<file path="src/rtl/bp_fe_pkg.sv">
// Front-end shared types: scan-sequencer state encoding, scan record and
// processor-configuration helpers.
package bp_fe_pkg;

    typedef enum logic [1:0] {
        e_idle     = 2'd0,
        e_upper    = 2'd1,
        e_straddle = 2'd2
    } bp_fe_scan_seq_state_e;

    typedef enum int {
        e_bp_default_cfg,
        e_bp_no_compressed_cfg
    } bp_params_e;

    localparam int instr_width_gp = 32;

    typedef struct packed {
        logic full;
        logic clow;
        logic branch;
        logic jal;
        logic jalr;
        logic call;
        logic ret;
    } bp_fe_scan_s;

    function automatic int vaddr_width_f(input bp_params_e cfg);
        return (cfg == e_bp_default_cfg) ? 39 : 39;
    endfunction

    function automatic bit compressed_support_f(input bp_params_e cfg);
        return cfg != e_bp_no_compressed_cfg;
    endfunction

    // x1 and x5 are the RISC-V link registers for call/return hinting
    function automatic logic is_link_reg_f(input logic [4:0] r);
        return (r == 5'd1) || (r == 5'd5);
    endfunction

endpackage

</file>
<file path="src/rtl/bp_fe_scan.sv">
// Control-flow pre-decoder for one instruction; compressed encodings occupy
// bits [15:0] with the upper half ignored.
module bp_fe_scan
    import bp_fe_pkg::*;
#(
    parameter bit compressed_support_p = 1'b1
) (
    input  logic [instr_width_gp-1:0] instr_i,
    output bp_fe_scan_s               scan_o
);

    logic       is_full;
    logic [6:0] opcode;
    logic [4:0] rd;
    logic [4:0] rs1;
    logic [4:0] c_rs2;
    logic [4:0] c_key;
    logic [11:0] unused_imm;

    assign is_full    = (instr_i[1:0] == 2'b11);
    assign opcode     = instr_i[6:0];
    assign rd         = instr_i[11:7];
    assign rs1        = instr_i[19:15];
    assign c_rs2      = instr_i[6:2];
    assign c_key      = {instr_i[15:13], instr_i[1:0]};
    assign unused_imm = instr_i[31:20];

    always_comb begin
        scan_o      = '0;
        scan_o.full = is_full;
        scan_o.clow = !is_full;
        if (is_full) begin
            case (opcode)
                7'b1100011: scan_o.branch = 1'b1;
                7'b1101111: begin
                    scan_o.jal  = 1'b1;
                    scan_o.call = is_link_reg_f(rd);
                end
                7'b1100111: begin
                    scan_o.jalr = 1'b1;
                    scan_o.call = is_link_reg_f(rd);
                    scan_o.ret  = !is_link_reg_f(rd) && is_link_reg_f(rs1);
                end
                default: ;
            endcase
        end else if (compressed_support_p) begin
            case (c_key)
                5'b101_01: scan_o.jal = 1'b1;
                5'b110_01,
                5'b111_01: scan_o.branch = 1'b1;
                // C.JR / C.JALR share a quadrant with C.MV/C.ADD; rs2==0 and rs1!=0 isolate them
                5'b100_10: begin
                    if (c_rs2 == 5'd0 && rd != 5'd0) begin
                        scan_o.jalr = 1'b1;
                        scan_o.call = instr_i[12];
                        scan_o.ret  = !instr_i[12] && is_link_reg_f(rd);
                    end
                end
                default: ;
            endcase
        end
    end

endmodule

</file>
<file path="src/rtl/bsg_dff_reset_en.sv">
// Enabled flop with synchronous active-high reset to zero.
module bsg_dff_reset_en #(
    parameter int width_p = 1
) (
    input  logic               clk_i,
    input  logic               reset_i,
    input  logic               en_i,
    input  logic [width_p-1:0] data_i,
    output logic [width_p-1:0] data_o
);

    always_ff @(posedge clk_i) begin
        if (reset_i)
            data_o <= '0;
        else if (en_i)
            data_o <= data_i;
    end

endmodule

</file>
<file path="src/rtl/bp_fe_scan_sequencer.sv">
// Splits 4-byte fetch parcels into single instructions with zero-cycle latency,
// holding the low half of an instruction that straddles two parcels.
module bp_fe_scan_sequencer
    import bp_fe_pkg::*;
#(
    parameter bp_params_e bp_params_p = e_bp_default_cfg,
    localparam int vaddr_width_p        = vaddr_width_f(bp_params_p),
    localparam bit compressed_support_p = compressed_support_f(bp_params_p),
    localparam int scan_width_lp        = $bits(bp_fe_scan_s)
) (
    input  logic                      clk_i,
    input  logic                      reset_i,
    input  logic                      redirect_v_i,
    input  logic                      fetch_v_i,
    input  logic [vaddr_width_p-1:0]  fetch_pc_i,
    input  logic [instr_width_gp-1:0] fetch_data_i,
    output logic                      fetch_yumi_o,
    output logic                      instr_v_o,
    input  logic                      instr_ready_and_i,
    output logic [vaddr_width_p-1:0]  instr_pc_o,
    output logic [instr_width_gp-1:0] instr_o,
    output logic [scan_width_lp-1:0]  scan_o,
    output logic                      partial_v_o
);

    bp_fe_scan_seq_state_e state_r, state_n, eval_state;
    logic [1:0]               state_raw;
    logic [15:0]              held_half_r, held_half_n;
    logic [vaddr_width_p-1:0] held_pc_r, held_pc_n;
    logic                     held_en;
    logic                     upper_path;

    logic [15:0]              low_half, up_half;
    logic [vaddr_width_p-1:0] upper_pc, seq_pc;
    logic                     straddle_hit;
    bp_fe_scan_s              scan_lo;

    bsg_dff_reset_en #(.width_p(2)) state_reg (
        .clk_i   (clk_i),
        .reset_i (reset_i),
        .en_i    (1'b1),
        .data_i  (state_n),
        .data_o  (state_raw)
    );

    bsg_dff_reset_en #(.width_p(16)) held_half_reg (
        .clk_i   (clk_i),
        .reset_i (reset_i),
        .en_i    (held_en),
        .data_i  (held_half_n),
        .data_o  (held_half_r)
    );

    bsg_dff_reset_en #(.width_p(vaddr_width_p)) held_pc_reg (
        .clk_i   (clk_i),
        .reset_i (reset_i),
        .en_i    (held_en),
        .data_i  (held_pc_n),
        .data_o  (held_pc_r)
    );

    bp_fe_scan #(.compressed_support_p(compressed_support_p)) scan (
        .instr_i (instr_o),
        .scan_o  (scan_lo)
    );

    assign state_r      = bp_fe_scan_seq_state_e'(state_raw);
    assign scan_o       = scan_lo;
    assign partial_v_o  = (state_r == e_straddle);
    assign low_half     = fetch_data_i[15:0];
    assign up_half      = fetch_data_i[31:16];
    assign upper_pc     = {fetch_pc_i[vaddr_width_p-1:2], 2'b10};
    assign seq_pc       = held_pc_r + vaddr_width_p'(2);
    assign straddle_hit = fetch_v_i && (fetch_pc_i == seq_pc);
    // A non-sequential parcel abandons the held half and is treated as a fresh start
    assign eval_state   = (state_r == e_straddle && !straddle_hit) ? e_idle : state_r;

    always_comb begin
        instr_v_o    = 1'b0;
        instr_o      = fetch_data_i;
        instr_pc_o   = fetch_pc_i;
        fetch_yumi_o = 1'b0;
        state_n      = state_r;
        held_en      = 1'b0;
        held_half_n  = up_half;
        held_pc_n    = upper_pc;
        upper_path   = 1'b0;

        if (redirect_v_i) begin
            state_n     = e_idle;
            held_en     = 1'b1;
            held_half_n = '0;
            held_pc_n   = '0;
        end else if (!reset_i && fetch_v_i) begin
            state_n = eval_state;
            if (state_r == e_straddle && eval_state == e_idle) begin
                held_en     = 1'b1;
                held_half_n = '0;
                held_pc_n   = '0;
            end
            if (!compressed_support_p) begin
                instr_v_o    = 1'b1;
                fetch_yumi_o = instr_ready_and_i;
            end else begin
                case (eval_state)
                    e_idle: begin
                        if (fetch_pc_i[1]) begin
                            upper_path = 1'b1;
                        end else if (low_half[1:0] == 2'b11) begin
                            instr_v_o    = 1'b1;
                            fetch_yumi_o = instr_ready_and_i;
                        end else begin
                            instr_v_o = 1'b1;
                            instr_o   = {16'h0, low_half};
                            if (instr_ready_and_i)
                                state_n = e_upper;
                        end
                    end
                    e_upper: upper_path = 1'b1;
                    e_straddle: begin
                        instr_v_o  = 1'b1;
                        instr_o    = {low_half, held_half_r};
                        instr_pc_o = held_pc_r;
                        if (instr_ready_and_i)
                            state_n = e_upper;
                    end
                    default: state_n = e_idle;
                endcase

                if (upper_path) begin
                    if (up_half[1:0] != 2'b11) begin
                        instr_v_o  = 1'b1;
                        instr_o    = {16'h0, up_half};
                        instr_pc_o = upper_pc;
                        if (instr_ready_and_i) begin
                            fetch_yumi_o = 1'b1;
                            state_n      = e_idle;
                        end
                    end else begin
                        // Low half of a 32-bit instruction: park it and free the parcel
                        held_en      = 1'b1;
                        held_half_n  = up_half;
                        held_pc_n    = upper_pc;
                        fetch_yumi_o = 1'b1;
                        state_n      = e_straddle;
                    end
                end
            end
        end
    end

endmodule
</file>
<file path="config.mk">
export PLATFORM = sky130hd
export DESIGN_NAME = bp_fe_scan_sequencer
export DESIGN_NICKNAME = d
export VERILOG_FILES = /design/src/rtl/bp_fe_pkg.sv /design/src/rtl/bp_fe_scan.sv /design/src/rtl/bsg_dff_reset_en.sv /design/src/rtl/bp_fe_scan_sequencer.sv
export SDC_FILE = /design/constraint.sdc
export NUM_CORES = 1
export LEC_CHECK = 0
export ABC_AREA = 1
export CAP_MARGIN = 20
export CORE_ASPECT_RATIO = 0.6
export CORE_MARGIN = 3
export CORE_UTILIZATION = 40
export CTS_CLUSTER_SIZE = 20
export DETAILED_ROUTE_END_ITERATION = 16
export PLACE_DENSITY = 0.68
export SLEW_MARGIN = 20
export SYNTH_ARGS = -nofsm -noshare
export SYNTH_HDL_FRONTEND = slang
export SYNTH_SLANG_ARGS = --single-unit
</file>
<file path="constraint.sdc">
create_clock -name clk_i -period 3.6 [get_ports clk_i]
set_input_delay 0.36 -clock clk_i [delete_from_list [all_inputs] [get_ports clk_i]]
set_output_delay 0.36 -clock clk_i [all_outputs]
set_load 0.1 [all_outputs]
</file>
== Word-level counts from Yosys, hierarchy flattened ==
Index checks and enable logic that the tools add are counted.

* Word-level logic and storage cells: 105
* Input port bits: 76
* Output and inout port bits: 81
* Bits in registers: 57

* Equality and inequality tests: 18
* Add/sub/neg operators: 1
* Multiplexer cells: 63
* Reduce and logical (&&, ||, !) cells: 20

{| class="wikitable"
|+ Operators with widths
! operator !! count
|-
| two-way mux 39 bit || 10
|-
| two-way mux 32 bit || 6
|-
| two-way mux 16 bit || 5
|-
| one-hot mux 32 bit (2 select lines) || 1
|-
| adder 39 x 2 -> 39 bit, second input constant || 1
|-
| equality test 39 bit || 1
|-
| two-way mux 1 bit || 28
|-
| equality test 7 bit, second input constant || 3
|-
| equality test 5 bit, second input constant || 4
|-
| two-way mux 2 bit || 7
|-
| equality test 5 x 1 -> 1 bit, second input constant || 2
|-
| equality test 5 x 3 -> 1 bit, second input constant || 2
|-
| equality test 2 bit, second input constant || 4
|-
| logical AND 1 bit || 7
|-
| two-way mux 3 bit || 2
|-
| one-hot mux 2 bit (3 select lines) || 1
|-
| OR reduction 2 bit || 3
|-
| logical NOT 1 bit || 5
|-
| logical NOT 5 bit || 1
|-
| two-way mux 5 bit || 1
|-
| nonzero test 5 bit || 1
|-
| one-hot mux 1 bit (2 select lines) || 2
|-
| equality test 2 x 1 -> 1 bit, second input constant || 1
|-
| logical NOT 2 bit || 1
|-
| 2 further kinds || 3
|}

== Depth between registers and ports, before layout ==
Gate-level depths: netlist of run 1.

* Depth after elaboration: 19
* Depth in mapped cells: 28
* Mapped depth without buffers: 27

== By module ==
Synthesis of run 1 repeated with hierarchy kept, for this count alone.

* Cell total of the unflattened synthesis: 1,391
* Area total of the unflattened synthesis: 7,103.1 sq um

{| class="wikitable"
|+ Modules (own cells, without submodules)
! module !! cells each !! area an instance (sq um) !! times used !! seq. area each (sq um)
|-
| bp_fe_scan_sequencer || 987 || 4,519.3 || 1 || 0.0
|-
| bsg_dff_reset_en (held_pc_reg) || 248 || 1,609.0 || 1 || 780.7
|-
| bsg_dff_reset_en (held_half_reg) || 101 || 670.6 || 1 || 320.3
|-
| bp_fe_scan || 42 || 222.7 || 1 || 0.0
|-
| bsg_dff_reset_en (state_reg) || 13 || 81.3 || 1 || 40.0
|}

== Least setup slack after synthesis of run 1 ==
OpenSTA, ideal clock, no wires.

* Path kind: flip-flop to output port
* From: register state_reg.data_o[1]
* To: output scan_o[4]
* Path buffers: 1
* Cell stages (with the launch flop): 10
* Arrival: 5.973 ns
* Path slack: -2.733 ns
* Cell sequence: dfxtp_1 inv_1 nor2_1 nand4_2 buf_4 nand2_4 nor2_1 o22ai_1 nand3_1 o22ai_1

* Elaborated cells between the ends (all ways): 22
* Those cells by class: eq/ne (7); mux (12); reduce/logical (3)

{| class="wikitable"
|+ RTL lines
! element !! RTL line !! RTL
|-
| start: declaration || bsg_dff_reset_en.sv:9 || <nowiki>output logic [width_p-1:0] data_o</nowiki>
|-
| start signal: assignment || bsg_dff_reset_en.sv:16 || <nowiki>data_o <= data_i;</nowiki>
|-
| equality test 2 bit * || n/a ||
|-
| net partial_v_o || bp_fe_scan_sequencer.sv:23 || <nowiki>output logic partial_v_o</nowiki>
|-
| logical AND 1 bit * || bp_fe_scan_sequencer.sv:76 || <nowiki>assign eval_state = (state_r == e_straddle && !straddle_hit) ? e_idle : state_r;</nowiki>
|-
| two-way mux 2 bit * || bp_fe_scan_sequencer.sv:76 ||
|-
| equality test 2 x 1 -> 1 bit / logical NOT 2 bit (equally long branches) || bp_fe_scan_sequencer.sv:105 || <nowiki>case (eval_state)</nowiki>
|-
| one-hot mux 1 bit (2 select lines) || bp_fe_scan_sequencer.sv:105 ||
|-
| two-way mux 1 bit || bp_fe_scan_sequencer.sv:94 || <nowiki>end else if (!reset_i && fetch_v_i) begin</nowiki>
|-
| two-way mux 1 bit || bp_fe_scan_sequencer.sv:89 || <nowiki>if (redirect_v_i) begin</nowiki>
|-
| two-way mux 32 bit * || bp_fe_scan_sequencer.sv:130 || <nowiki>if (upper_path) begin</nowiki>
|-
| two-way mux 32 bit * || bp_fe_scan_sequencer.sv:94 ||
|-
| two-way mux 32 bit * || bp_fe_scan_sequencer.sv:89 ||
|-
| net instr_o[5] || bp_fe_scan_sequencer.sv:21 || <nowiki>output logic [instr_width_gp-1:0] instr_o,</nowiki>
|-
| equality test 7 bit * || bp_fe_scan.sv:33 || <nowiki>case (opcode)</nowiki>
|-
| two-way mux 1 bit * || bp_fe_scan.sv:33 ||
|-
| two-way mux 5 bit * || bp_fe_scan.sv:32 || <nowiki>if (is_full) begin</nowiki>
|-
| end: declaration || bp_fe_scan_sequencer.sv:22 || <nowiki>output logic [scan_width_lp-1:0] scan_o,</nowiki>
|}

The timed path passes the listed nets; every way through them passes the cells marked *. The select of a mux whose other input is x is not followed.

== Worst setup path in the final report of run 1 ==
* From: register held_pc_reg.data_o[2]
* To: output scan_o[1]

* Longest elaborated chain between the ends: 18
* Elaborated cells between the ends (all ways): 32
* Those cells by class: add/sub (1); eq/ne (9); mux (13); reduce/logical (9)

{| class="wikitable"
|+ Ends and longest elaborated chain
! element !! RTL line !! RTL
|-
| start: declaration || bsg_dff_reset_en.sv:9 ||
|-
| start signal: assignment || bsg_dff_reset_en.sv:16 ||
|-
| adder 39 x 2 -> 39 bit * || bp_fe_scan_sequencer.sv:73 || <nowiki>assign seq_pc = held_pc_r + vaddr_width_p'(2);</nowiki>
|-
| equality test 39 bit * || bp_fe_scan_sequencer.sv:74 || <nowiki>assign straddle_hit = fetch_v_i && (fetch_pc_i == seq_pc);</nowiki>
|-
| logical AND 1 bit * || bp_fe_scan_sequencer.sv:74 ||
|-
| logical NOT 1 bit * || bp_fe_scan_sequencer.sv:76 ||
|-
| logical AND 1 bit * || bp_fe_scan_sequencer.sv:76 ||
|-
| two-way mux 2 bit * || bp_fe_scan_sequencer.sv:76 ||
|-
| equality test 2 x 1 -> 1 bit / logical NOT 2 bit (equally long branches) || bp_fe_scan_sequencer.sv:105 ||
|-
| one-hot mux 1 bit (2 select lines) || bp_fe_scan_sequencer.sv:105 ||
|-
| [... 2 more ...] || n/a ||
|-
| two-way mux 32 bit * || bp_fe_scan_sequencer.sv:130 ||
|-
| two-way mux 32 bit * || bp_fe_scan_sequencer.sv:94 ||
|-
| two-way mux 32 bit * || bp_fe_scan_sequencer.sv:89 ||
|-
| logical NOT 5 bit / nonzero test 5 bit (equally long branches) || bp_fe_scan.sv:53 || <nowiki>if (c_rs2 == 5'd0 && rd != 5'd0) begin</nowiki>
|-
| logical AND 1 bit || bp_fe_scan.sv:53 ||
|-
| two-way mux 3 bit || bp_fe_scan.sv:53 ||
|-
| two-way mux 3 bit || bp_fe_scan.sv:47 || <nowiki>case (c_key)</nowiki>
|-
| two-way mux 5 bit * || bp_fe_scan.sv:32 ||
|}

Mark *: on every way between the ends. The rest lies on a longest branch, timed or not. The select of a mux whose other input is x is not followed.

==> qor.yml, run 1 <==
route:
  ant_nets: 0
  drt_first_pass_iters: 6
  vias: 8461
  viasPerCell: 5.46
  initialDrtViolationCount: 940
  post-route-drc-count: 0
  wl_per_cell_um: 18.1
  totalWireLength_um: 28000
sta:
  finalHoldViolations: 0
  finalClockSkew_ps: 7.09
  setup_slack_ps: -586
  hold_ws_ps: 464
  setup_viol: 74
  slew_viol_final: 0
  rsz0062_at_grt: "yes"
  fmax_mhz: 239
  max_slew_margin_pct: 31.2
  min_period_ps: 4190
  worst_pin_slew_ps: 1030
  min_period_over_period_pct: 116
power:
  p_seq_share_pct: 25.7
  p_clk_share_pct: 21.3
  pwr-share-comb_pct: 53.0
  fin_total_pwr_mw: 2.44
  p_per_area_mw_per_mm2: 219
  vdd_drop_max_mv: 0.182
  p_sw_share_pct: 43.6
  p_leak_nw: 4.83
  internal_power_mw: 1.37
  p_sw_mw: 1.06
logic_synthesis:
  synth-seq-area-share_pct: 19.7
  synth.yosys.warnings: 0
  synthesis.nets: 1110
  synth_top_area_share_pct: 25.6
  synth.distinct_cells: 45
  yosys.area.top_type: "nand2_1"
  syn-cell-area_mm2: 0.00568
  syn_avg_cell_area_um2: 5.50
  synth_cells: 1033
  ys_seq_elements: 56
  yosys-top-cells-area: "nand2_1 26%, dfxtp_1 20%, inv_1 7.5%"
global_routing:
  gr-total-overflow: 0
  grt_antenna_before_repair: 0
  grt_pass1_vias: 7682
  globalRouteTotalUtil_pct: 32.9
  grt_max_degree: 54
  grt_pass1_wl_um: 41500
placed_design:
  dp_hpwl_um: 20000
  io_buffers: 156
  place.gp.congestion: 0.990
  dpl.cell_count: 1511
worst_setup_path:
  reg2reg_slack_ps: 170
  r2r_start: "held_pc_reg.data_o[2]"
  timing.rr.end: "held_pc_reg.data_o[3]"
  crit_fanout: 11
  start_kind: "register"
  crit_arrival_ps: 3830
  path_class: "register to output port"
  crit_start: "held_pc_reg.data_o[2]"
  worstSetupEndpoint: "scan_o[1]"
  critPathRequiredTime_ps: 3240
  r2r_cells: 27
  crit_path_end_kind: "output port"
floorplan:
  core_area_mm2: 0.0137
  die_w_um: 160
  num_rows: 33
  initial_utilization_pct: 41.3
  io_pins: 157
  dieArea_mm2: 0.0157
  die_h_um: 98.3
outcome:
  status: "finished, violations left"
  violations: "negative setup slack"
final_layout:
  nets: 1434
  seq_area_mm2: 0.00114
  n_fill_cell: 903
  drive_gt1_share_pct: 39.1
  multi_input_area_mm2: 0.00489
  fin_util_pct: 81.0
  area_growth_pct: 96.1
  antenna_cells: 0
  layout.cells.non_filler: 1550
clock_network:
  clock_latency_ps: 310
  cts_tree: "yes"
  clock_path_buffers: 2
  cts_made_buffers: 5
  path_clk_slew_ps: 80
  h-tree-depth: 2
  cts-root-buf: "clkbuf_16"
  cts.sinks: 56
worst_hold_path:
  hold_path_startpoint: "held_half_reg.data_o[5]"
  min_path_type: "register to register"
job:
  maxCapViolations: 0
==> cells in the final DEF (no fill, tap or decap), types with 22 or more instances in the layout <==
cell,count
nand2_1,337
buf_4,156
inv_1,103
buf_12,88
clkdlybuf4s50_1,75
nor2_1,59
nand3_1,58
a21oi_1,56
nand2_2,45
dfxtp_1,44
buf_6,30
o21ai_2,29
nor2_2,22
==> power groups by stage <==
stage,logic [mW],clock network (mW),registers [mW]
2_1_floorplan,0.664,0,0.640
3_3_place_gp,1.17,0,0.640
3_5_place_dp,1.18,0,0.640
4_1_cts,1.23,0.512,0.626
5_1_grt,1.33,0.529,0.627
6_report,1.29,0.518,0.626
==> cell usage after synthesis (all sizes together) <==
| master | number |
|---|---|
| a22oi | 1 |
| clkinv | 3 |
| nand2 | 397 |
| nor3 | 2 |
| nand4 | 19 |
| xor2 | 17 |
| xnor3 | 1 |
| nand3b | 8 |
| dfxtp | 56 |
| ha | 1 |
| o211ai | 1 |
| a31oi | 1 |
| o31ai | 2 |
| o22ai | 19 |
| mux2i | 1 |
| a221oi | 1 |
| or2 | 12 |
| o221ai | 11 |
| buf | 20 |
| o21ai | 54 |
| a21oi | 60 |
| clkbuf | 23 |
| xnor2 | 11 |
| nor2 | 99 |
| nor3b | 1 |
| inv | 122 |
| o21bai | 4 |
| nand3 | 86 |
==> through the flow <==
stage	setup WS [ps]	TNS (ps)	cell area [um2]
3_3_place_gp	-328	-1450	9890
4_1_cts	-365	-3470	10700
3_5_place_dp	-370	-1780	9890
6_report	-586	-13420	11100
5_1_grt	-750	-23740	11100
2_1_floorplan	-552	-1900	6110
==> flip-flops by register name (all words and copies together), names as in the netlist <==
name and count:
held_half_reg.data_o 16, held_pc_reg.data_o 38, state_reg.data_o 2
==> layout make-up <==
cell class	count	area share, %
clock buffers	5	1.12
clock inverters	3	0.124
inverters	125	4.45
multi-input cells	809	43.9
flip-flops and latches	56	10.2
well taps	192	2.16
repair buffers	359	38.0
repair inverters	1	0.0674
==> repair_timing <==
item	4_1_cts	5_1_grt
hold buffers	0	0
gates resized for setup	115	107
cloned	6	0
pin swaps	47	36
endpoints found under the setup margin	77	80
hold endpoints to repair	0	0
setup buffers	16	10
==> kinds of logic after synthesis <==
logic type,after synthesis,synth area share [%]
AOI/OAI and AO/OA,154,15.5
and+or+nand+nor,624,47.9
DFF,56,19.7
muxes,1,0.176
buffers and inverters,168,11.7
xor gates and xnor gates,29,4.71
adders and majority gates,1,0.220
==> worst min-delay path by stage <==
| stage | endpoint | cells past startpoint | slack, ps |
|---|---|---|---|
| after floorplan | held_half_reg.data_o[2] | 2 | 440 |
| after global placement | held_half_reg.data_o[10] | 2 | 440 |
| after detailed placement | held_half_reg.data_o[7] | 2 | 450 |
| after CTS | state_reg.data_o[0] | 4 | 460 |
| after global routing | state_reg.data_o[0] | 4 | 490 |
| final | held_half_reg.data_o[5] | 2 | 460 |
==> critical path, cell delays in order, from the launching register on <==
cell     delay [ps]
dfxtp_4         370
ha_4            150
nand2_4          70
nor2_8          130
nand2_4         100
nor2_4          180
nand2_1          80
nand2_1         100
nand2_1          80
nand2_1          80
nand2_1          60
nor2_2          140
nand3_2         110
nor2_4          170
nand4_4         140
buf_8           190
or2_0           250
nand3_2         120
nand2_2          90
a21oi_4         210
inv_2            70
nor2_4          160
nand2_4         100
nand3_4         120
nand2_8          50
buf_12          160
==> layer usage <==
layer  part of all wire, %  GRT usage, %
met3                    12          8.90
met2                    41          46.0
met5                     0             0
met4                   1.9          5.87
met1                    45          50.5
Power figures use the tool's default switching activity.
==> run 2: changes to the inputs <==
Settings changed: CORE_UTILIZATION 40 to 27, GPL_ROUTABILITY_DRIVEN set to 0, PLACE_DENSITY 0.68 to not set.
==> qor.yml, run 2 (synthesis gave the netlist of run 1 again) <==
final_layout:
  final_common_cell: "nand2_1"  # unchanged
  top_regs: "held_pc_reg.data_o x38, held_half_reg.data_o x16, state_reg.data_o x2"  # unchanged
  layout.cells.non_filler: 1598  # was 1550
  final_cell_mix: "331 x nand2_1, 134 x buf_4, 103 x inv_1"  # was 337 x nand2_1, 156 x buf_4, 103 x inv_1
  nets: 1401  # was 1434
  top_register: "held_pc_reg.data_o"  # unchanged
  area_growth_pct: 90.5  # was 96.1%
  drive_gt1_share_pct: 36.4  # was 39.1%
  antenna_cells: 0  # unchanged
  largest_reg_flops: 38  # unchanged
sta:
  worst_pin_slew_ps: 1030  # about the same
  setup_slack_ps: -521  # was -586 ps
  min_period_ps: 4120  # was 4190 ps
  setup_viol: 72  # was 74
  rsz0062_at_grt: "yes"  # unchanged
  min_period_over_period_pct: 114  # was 116%
  finalHoldViolations: 0  # unchanged
  finalClockSkew_ps: 10.7  # was 7.09 ps
  slew_viol_final: 0  # unchanged
  max_slew_margin_pct: 31.4  # was 31.2%
  fmax_mhz: 243  # was 239 MHz
route:
  totalWireLength_um: 26100  # was 28000 um
  wl_per_cell_um: 16.4  # was 18.1 um
  viasPerCell: 4.98  # was 5.46
  ant_nets: 0  # unchanged
  post-route-drc-count: 0  # unchanged
  initialDrtViolationCount: 662  # was 940
  vias: 7958  # was 8461
  drt_first_pass_iters: 5  # was 6
clock_network:
  cts.sinks: 56  # unchanged
  cts-root-buf: "clkbuf_16"  # unchanged
  path_clk_slew_ps: 80  # about the same
  cts_tree: "yes"  # unchanged
  cts_hold_buf: 0  # unchanged
  cts_made_buffers: 5  # unchanged
  clock_latency_ps: 300  # was 310 ps
  clock_path_buffers: 2  # unchanged
  h-tree-depth: 2  # unchanged
worst_setup_path:
  crit_arrival_ps: 3760  # was 3830 ps
  start_kind: "register"  # unchanged
  critPathRequiredTime_ps: 3240  # about the same
  crit_path_end_kind: "output port"  # unchanged
  crit_fanout: 7  # was 11
  path_class: "register to output port"  # unchanged
placed_design:
  dp_hpwl_um: 19800  # was 20000 um
  post-place-ws_ps: -393  # was -370 ps
  io_buffers: 156  # unchanged
  dpl.cell_count: 1565  # was 1511
global_routing:
  grt_pass1_vias: 7208  # was 7682
  grt_max_degree: 54  # unchanged
  globalRouteTotalUtil_pct: 21.6  # was 32.9%
  grt_pass1_wl_um: 40300  # was 41500 um
  grt_antenna_before_repair: 0  # unchanged
  gr-total-overflow: 0  # unchanged
floorplan:
  die_h_um: 118  # was 98.3 um
  io_pins: 157  # unchanged
  initial_utilization_pct: 28.0  # was 41.3%
  num_rows: 40  # was 33
  core_area_mm2: 0.0203  # was 0.0137 mm2
  die_w_um: 193  # was 160 um
  dieArea_mm2: 0.0229  # was 0.0157 mm2
job:
  maxCapViolations: 0  # unchanged
power:
  vdd_drop_max_mv: 0.197  # was 0.182 mV
  p_per_area_mw_per_mm2: 223  # was 219 mW/mm2
  fin_total_pwr_mw: 2.41  # was 2.44 mW
  p_leak_nw: 4.63  # was 4.83 nW
worst_hold_path:
  min_path_type: "register to register"  # unchanged
outcome:
  violations: "negative setup slack"  # unchanged
  status: "finished, violations left"  # unchanged
==> run 2: through the flow <==
| step | setup TNS (ps) | instance area [um2] | util [%] | hold slack [ps] |
|---|---|---|---|---|
| 2_1_floorplan | -1900 | 6110 | - | 435 |
| 3_3_place_gp | -3010 | 9770 | 48.1 | 445 |
| 3_5_place_dp | -4680 | 9770 | 48.1 | 447 |
| 4_1_cts | -6180 | 10300 | 50.8 | 458 |
| 5_1_grt | -25190 | 10800 | 53.2 | 484 |
| 6_report | -13250 | 10800 | 53.2 | 459 |
==> run 2: metal layers <==
metal | vias to the layer above | wire length (um) | global-route usage, %
li1 | 3900 | - | -
met1 | 3717 | 13500 | 35.6
met2 | 325 | 10300 | 29.1
met3 | 16 | 2190 | 3.76
met4 | 0 | 196 | 2.80
met5 | - | 0 | 0
==> run 2: layout make-up <==
type,count,area [um2]
flip-flops and latches,56,1130
well taps,273,342
multi-input cells,809,4780
repair inverters,1,7.51
clock buffers,8,146
repair buffers,326,3920
inverters,125,492
fillers,1930,9500
==> run 2: worst paths after layout <==
path	end	from	slack (ps)	depth (start not counted)
worst max-delay path	scan_o[2]	held_pc_reg.data_o[2]	-520	26
worst min-delay path	held_half_reg.data_o[13]	held_half_reg.data_o[13]	460	2
worst max register to register	held_half_reg.data_o[2]	held_pc_reg.data_o[2]	260	25
worst min register to register	held_half_reg.data_o[13]	held_half_reg.data_o[13]	460	2
==> run 2: timing repair <==
action / 4_1_cts / 5_1_grt
endpoints found under the setup margin: 75 / 129
gates cloned: 4 / 1
gates resized for setup: 54 / 134
pin swaps: 26 / 40
buffers inserted: 12 / 8
==> run 2: worst max-delay path, stage by stage, from the launching register on <==
cell        delay (ps)
dfxtp_4            370
ha_4               160
nand2_4             70
nor2_8             170
nand2_4             80
nor2_4             240
nand3_1            140
nand3_2            110
nand2_1             60
nor2_1             140
nand3_2            130
nor2_4             160
nand3_2             90
nand2_2            100
nand2_4             80
nand3_4            140
buf_6              150
nand3_2             50
nand2_1             70
inv_1               60
a21oi_4            170
clkinvlp_4         140
nor2_4             130
nand2_4             90
nand2_2            110
o21ai_4             70
buf_12             160
==> run 2: power by group <==
group / switching [mW] / internal, mW / leakage [nW] / total, mW
Sequential: 0.00420 / 0.622 / 0.456 / 0.626
Clock: 0.253 / 0.280 / 0.0712 / 0.533
Combinational: 0.773 / 0.478 / 4.10 / 1.25
